--- config.mk ---
export PLATFORM = sky130hd
export DESIGN_NAME = pc_sequencer
export DESIGN_NICKNAME = d
export VERILOG_FILES = /design/src/rtl/pc_sequencer.sv
export SDC_FILE = /design/constraint.sdc
export NUM_CORES = 1
export LEC_CHECK = 0
export ABC_CLOCK_PERIOD_IN_PS = 2900
export CELL_PAD_IN_SITES_DETAIL_PLACEMENT = 2
export CELL_PAD_IN_SITES_GLOBAL_PLACEMENT = 2
export CORE_MARGIN = 8
export CORE_UTILIZATION = 21
export CTS_BUF_LIST = sky130_fd_sc_hd__clkbuf_16
export DETAILED_ROUTE_END_ITERATION = 10
export MAX_ROUTING_LAYER = met4
export PLACE_DENSITY_LB_ADDON = 0.08
export RECOVER_POWER = 100
export SETUP_SLACK_MARGIN = 0.5
export SLEW_MARGIN = 20
export SYNTH_ARGS = -nofsm -noshare
export SYNTH_HDL_FRONTEND = slang
export SYNTH_SLANG_ARGS = --single-unit
--- constraint.sdc ---
create_clock -name clk -period 2.9 [get_ports clk]
set_input_delay 0.29 -clock clk [delete_from_list [all_inputs] [get_ports clk]]
set_output_delay 0.29 -clock clk [all_outputs]
set_load 0.005 [all_outputs]
--- src/rtl/pc_sequencer.sv ---
// Fetch-address sequencer: picks the next PC from sequential advance, stall hold,
// branch redirect or halt, and squashes IF/ID on every redirect.
module pc_sequencer (
  input  logic        clk,
  input  logic        reset,
  input  logic [63:0] pc,
  output logic [63:0] next_pc,
  input  logic        stall,
  input  logic        br_taken,
  input  logic [63:0] br_target,
  input  logic        halt,
  output logic        flush,
  output logic [1:0]  state,
  output logic        misalign,
  output logic [31:0] fetch_cnt
);

  localparam logic [1:0] S_RUN    = 2'b00;
  localparam logic [1:0] S_STALL  = 2'b01;
  localparam logic [1:0] S_FLUSH  = 2'b10;
  localparam logic [1:0] S_HALTED = 2'b11;

  localparam logic [31:0] CNT_MAX = 32'hFFFF_FFFF;

  logic [1:0]  r_state;
  logic [1:0]  w_state_nxt;
  logic        r_misalign;
  logic [31:0] r_fetch_cnt;
  logic [63:0] w_pc_inc;
  logic [63:0] w_br_aligned;
  logic        w_advance;
  logic        w_redirect;

  function automatic logic [31:0] sat_inc(input logic [31:0] v);
    return (v == CNT_MAX) ? v : v + 32'd1;
  endfunction

  // pc+4 wraps naturally in 64 bits; branch targets are forced word-aligned.
  assign w_pc_inc     = pc + 64'd4;
  assign w_br_aligned = {br_target[63:2], 2'b00};

  // State register
  always_ff @(posedge clk) begin
    if (reset) r_state <= S_RUN;
    else       r_state <= w_state_nxt;
  end

  // Next-state logic
  always_comb begin
    w_state_nxt = r_state;
    case (r_state)
      S_RUN, S_STALL: begin
        if (halt)          w_state_nxt = S_HALTED;
        else if (br_taken) w_state_nxt = S_FLUSH;
        else if (stall)    w_state_nxt = S_STALL;
        else               w_state_nxt = S_RUN;
      end
      S_FLUSH:  w_state_nxt = halt ? S_HALTED : S_RUN;
      default:  w_state_nxt = S_HALTED;
    endcase
  end

  // Mealy outputs; branch input is ignored in FLUSH since it belongs to a squashed instruction.
  always_comb begin
    next_pc    = pc;
    flush      = 1'b0;
    w_advance  = 1'b0;
    w_redirect = 1'b0;
    if (reset) begin
      next_pc = 64'h0;
      flush   = 1'b1;
    end else begin
      case (r_state)
        S_RUN, S_STALL: begin
          if (halt) begin
            next_pc = pc;
          end else if (br_taken) begin
            next_pc    = w_br_aligned;
            flush      = 1'b1;
            w_redirect = 1'b1;
          end else if (!stall) begin
            next_pc   = w_pc_inc;
            w_advance = 1'b1;
          end
        end
        S_FLUSH: begin
          flush = 1'b1;
          if (!halt) begin
            next_pc   = w_pc_inc;
            w_advance = 1'b1;
          end
        end
        default: begin
          next_pc = pc;
        end
      endcase
    end
  end

  always_ff @(posedge clk) begin
    if (reset) begin
      r_misalign  <= 1'b0;
      r_fetch_cnt <= 32'd0;
    end else begin
      if (w_redirect && (br_target[1:0] != 2'b00)) r_misalign <= 1'b1;
      if (w_advance) r_fetch_cnt <= sat_inc(r_fetch_cnt);
    end
  end

  assign state     = r_state;
  assign misalign  = r_misalign;
  assign fetch_cnt = r_fetch_cnt;

endmodule

==> out/results.txt <==
The part of the cycle the worst path needs works out to 101%. For the total wirelength of the detailed-routed design, the log shows 52800 um. Kind of end point of the critical path: an output port.

For the worst-skew pair, the clock arrives at the later sink with an insertion delay of 0.31 ns. For the final HPWL from detailed placement, the log shows 27700 um. In this run the worst setup path terminates at next_pc[62]. STA classifies the critical path startpoint as an input port. Fill cells in the final layout number 2456.

After synthesis, the cell types taking the most area are sky130_fd_sc_hd__dfxtp_1 14%, sky130_fd_sc_hd__nor2_1 8.2%, sky130_fd_sc_hd__xnor2_1 5.8%. Power spread over the standard cell area amounts to 223 nW/um^2. The maximum clock skew at final layout was 0.0142 ns; the share of the synthesized area in the top cell type was 14.4%. The path type of the worst setup path was in -> out.

The initial antenna violation count is 3, and the total setup violations reported at the end of the flow is 2. The cell sitting at the root of the clock tree is a sky130_fd_sc_hd__clkbuf_16. Time the final worst path needs with I/O delays and setup: 2.93 ns. The total overflow left after global routing is 0. The tools report the via count of the first global-routing pass as 10100.

After synthesis the netlist holds a flip-flop and latch count of 35. Relative to the synthesized area, the layout overhead comes to 143%. On the worst path, the slowest cell contributes a delay of 0.42 ns. After floorplanning, the core was sized to cover 22700 um^2. The largest individual stage delay along the critical path comes from the cell sky130_fd_sc_hd__nor4_4. The share of cells above drive strength 1 works out to 53.6%. The CTS clock-pin slew for the worst setup and hold paths was 0.06 ns. The tools report the total standard cell area after synthesis as 4870 um^2.

For the residual DRC count, the log shows 0. Counting flops with a built-in enable in the synthesized netlist gives 0. Static timing analysis puts the maximum clock frequency at 342 MHz.

The routed layout has 9467 vias. The detail route stage leaves a number of antenna-violating nets equal to 0. The sequential area share after synthesis was 14.4%. In the routed layout, each cell is associated on average with a via count of 5.99. The commonest cells after synthesis are 106 x sky130_fd_sc_hd__nor2_1, 69 x sky130_fd_sc_hd__nand2_1, 53 x sky130_fd_sc_hd__a21oi_1, 53 x sky130_fd_sc_hd__nor3_1, 43 x sky130_fd_sc_hd__nand3_1. IR analysis of the VDD net gives a maximum drop of 0.311 mV.

Dividing the detail-routed wire length by the instance count gives 33.4 um. The tightest min-delay check is of the reg -> reg type. Of all flip-flops after synthesis, the portion carrying an async set or reset was 0%. In this run the tightest slew margin relative to its limit is 45.5%. Across the run, the number of max-cap violations was 0. TritonCTS built the clock tree.

Data on the critical path arrives at its endpoint at 2.64 ns. In the post-synthesis netlist, the cell with the most instances is sky130_fd_sc_hd__nor2_1. The final reports fail on setup timing.

Buffers inserted during clock tree synthesis total 5. The tools report the top-level I/O count as 233. Entering global routing, the biggest net connects 65 pins. The width of the chip was 168 um; the static leakage power was 4.86 nW. Across all hold checks on the routed design, the worst slack comes to 0.459 ns. In this run the vertical extent of the chip is 168 um. The logs give -0.0274 ns for the worst setup slack after layout and 28300 um^2 for the die area. The signal on the critical path passes through buf_8 > ha_4 > nand3_4 > nor4_4 > buf_4 > buf_6 > nand4_1 > buf_4 > nor2_4 > a211oi_1 > nor3_1 > buf_2. A synthesized cell averages 6.46 um^2. The logs give 9030 um^2 for the cell area after placement and 754 for the number of instances in the synthesized netlist. The run gives 66 as the count of unique library cells instantiated by Yosys. Buffers placed on the I/O ports in this run total 232. The first global-routing pass estimated 63700 um of wire. Data on the critical path is required at its endpoint by 2.61 ns. For the starting DRC count in detailed routing, the log shows 686.

Global routing used 29.7% of the available tracks across all layers. At the pin with the least slew margin, the transition time is 0.811 ns. The number of detailed-route iterations in the first pass is 5. For flop-to-flop paths, the worst setup slack is 0.12 ns. The top cell type by total area after synthesis was sky130_fd_sc_hd__dfxtp_1. Summed over all failing endpoints, the final setup total negative slack is -0.0459 ns. The clock tree synthesis step divided the H-tree into 2 levels. In the synthesized netlist the dominant register cell turns out to be sky130_fd_sc_hd__dfxtp_1. The finished cells cover 11900 um^2. For the count of pins over their slew limit, the log shows 0. Number of sinks handled by clock tree synthesis: 35. For the number of buffers on the longest clock path, the log shows 2. The number of nets handed over by synthesis was 889. Setup repair after global routing could not meet its margin everywhere. The congestion estimate from routability-driven global placement came to 0.869. Worst reg2reg path startpoint: state[1]. The capturing point of the worst reg2reg path was fetch_cnt[21]. The worst register-to-register path has a depth of 9. Along the worst path, the maximum fanout reaches 3. Cell with the most instances on the worst path: sky130_fd_sc_hd__buf_4. The critical path starts at pc[2]. The layout net count is 1426. The flow ran to the end, but the final reports show violations. The tools report the initial cell density of the core as 21.4%. After floorplanning, the core was divided into 55 placement rows. The run gives 0 as the final-report hold violation count.

The Yosys step of the flow raised 0 warnings.
## cells in the final DEF, fill, tap and decap left out, types with 6 or more instances in the layout
master                            instances
sky130_fd_sc_hd__o22ai_1                 10
sky130_fd_sc_hd__and3_1                   7
sky130_fd_sc_hd__buf_2                   61
sky130_fd_sc_hd__buf_8                   10
sky130_fd_sc_hd__nor2_2                  16
sky130_fd_sc_hd__xor2_1                  14
sky130_fd_sc_hd__o21ai_0                 21
sky130_fd_sc_hd__clkdlybuf4s15_2          7
sky130_fd_sc_hd__nand2_1                 59
sky130_fd_sc_hd__nor4_4                  22
sky130_fd_sc_hd__o21ai_2                 11
sky130_fd_sc_hd__nand3_1                 25
sky130_fd_sc_hd__nor3_4                  15
sky130_fd_sc_hd__dlygate4sd3_1           34
sky130_fd_sc_hd__buf_4                  239
sky130_fd_sc_hd__nand4_1                 32
sky130_fd_sc_hd__o21ai_1                  6
sky130_fd_sc_hd__a21oi_1                 26
sky130_fd_sc_hd__a211oi_2                 9
sky130_fd_sc_hd__dlygate4sd2_1           10
sky130_fd_sc_hd__o221ai_1                21
sky130_fd_sc_hd__nor3_2                  19
sky130_fd_sc_hd__dfxtp_1                 33
sky130_fd_sc_hd__a21oi_2                 24
sky130_fd_sc_hd__nor4_1                   7
sky130_fd_sc_hd__nor3_1                  19
sky130_fd_sc_hd__o22ai_2                  6
sky130_fd_sc_hd__clkbuf_2                15
sky130_fd_sc_hd__clkdlybuf4s50_1         79
sky130_fd_sc_hd__nor2_1                  79
sky130_fd_sc_hd__nand3_4                 11
sky130_fd_sc_hd__buf_12                  11
sky130_fd_sc_hd__clkbuf_1                 8
sky130_fd_sc_hd__nor2_4                  11
sky130_fd_sc_hd__nand2_2                  6
sky130_fd_sc_hd__nand3_2                 10
sky130_fd_sc_hd__xnor2_1                 29
sky130_fd_sc_hd__inv_1                   17
sky130_fd_sc_hd__buf_6                  103
## power by group
part,leakage [nW],total [W],internal [W],switching [W]
Sequential,0.284,0.000497,0.000486,0.0000110
Clock,0.0838,0.000657,0.000406,0.000250
Combinational,4.50,0.00149,0.000697,0.000792
Total,4.86,0.00264,0.00159,0.00105
## sequential cells by signal, indices dropped and copies added, names as in the netlist
name       flops
misalign       1
state          2
fetch_cnt     32
## worst max-delay path, delay by kind of cell
family	cells	cell delay (ns)
compound gates	1	0.10
fa+ha+maj	1	0.15
buf+inv	5	0.87
simple gates	5	1.20
## cells by family after synthesis
family / synth area share, %
simple gates: 42.4
compound gates: 25.5
buf+inv: 6.63
xor+xnor: 8.64
flops: 14.4
mux: 1.90
fa+ha+maj: 0.514
## metal layers
metal	wire [um]	global-route usage (%)	share of wire, %	vias up
met5	0	-	0	-
met4	3270	11.2	6.2	0
met3	3680	5.10	7.0	211
met2	25700	51.1	49	575
met1	20100	34.2	38	4752
li1	-	-	-	3929
## per-stage QoR
| step | power (W) | instances | utilization, % | worst slack, ns |
|---|---|---|---|---|
| finish | 0.00264 | 1580 | 52.2 | -0.0274 |
| global route | 0.00271 | 1580 | 52.2 | -0.0424 |
| CTS | 0.00237 | 1524 | 47.1 | 0.293 |
| detailed placement | 0.00159 | 1441 | 39.8 | -0.710 |
| global placement | 0.00157 | 1441 | 39.8 | -0.662 |
| floorplan | 0.000851 | 754 | - | 0.524 |
## cell type report
class / instances / area (um^2) / area share (%)
Multi-Input combinational cell: 646 / 5360 / 45.2
Timing Repair Buffer: 584 / 5180 / 43.7
Sequential cell: 35 / 708 / 5.98
Tap cell: 285 / 357 / 3.01
Clock buffer: 5 / 125 / 1.06
Inverter: 19 / 71.3 / 0.602
Clock inverter: 3 / 43.8 / 0.370
Antenna cell: 3 / 7.51 / 0.0633
## timing repair
| item | in CTS | in global routing |
|---|---|---|
| gates cloned | 4 | 1 |
| pin swaps | 106 | 112 |
| resized for setup | 643 | 237 |
| hold buffers | 0 | 0 |
| setup endpoints to repair | 74 | 79 |
| setup buffers | 71 | 52 |
## worst min path at each step
stage,start,endpoint,slack [ns],depth (start not counted)
final,misalign,misalign,0.46,2
after CTS,misalign,misalign,0.46,2
after global routing,misalign,misalign,0.47,2
after floorplan,misalign,misalign,0.44,2
after global placement,misalign,misalign,0.43,2
after detailed placement,misalign,misalign,0.46,2
Power figures use the tool's default switching activity.
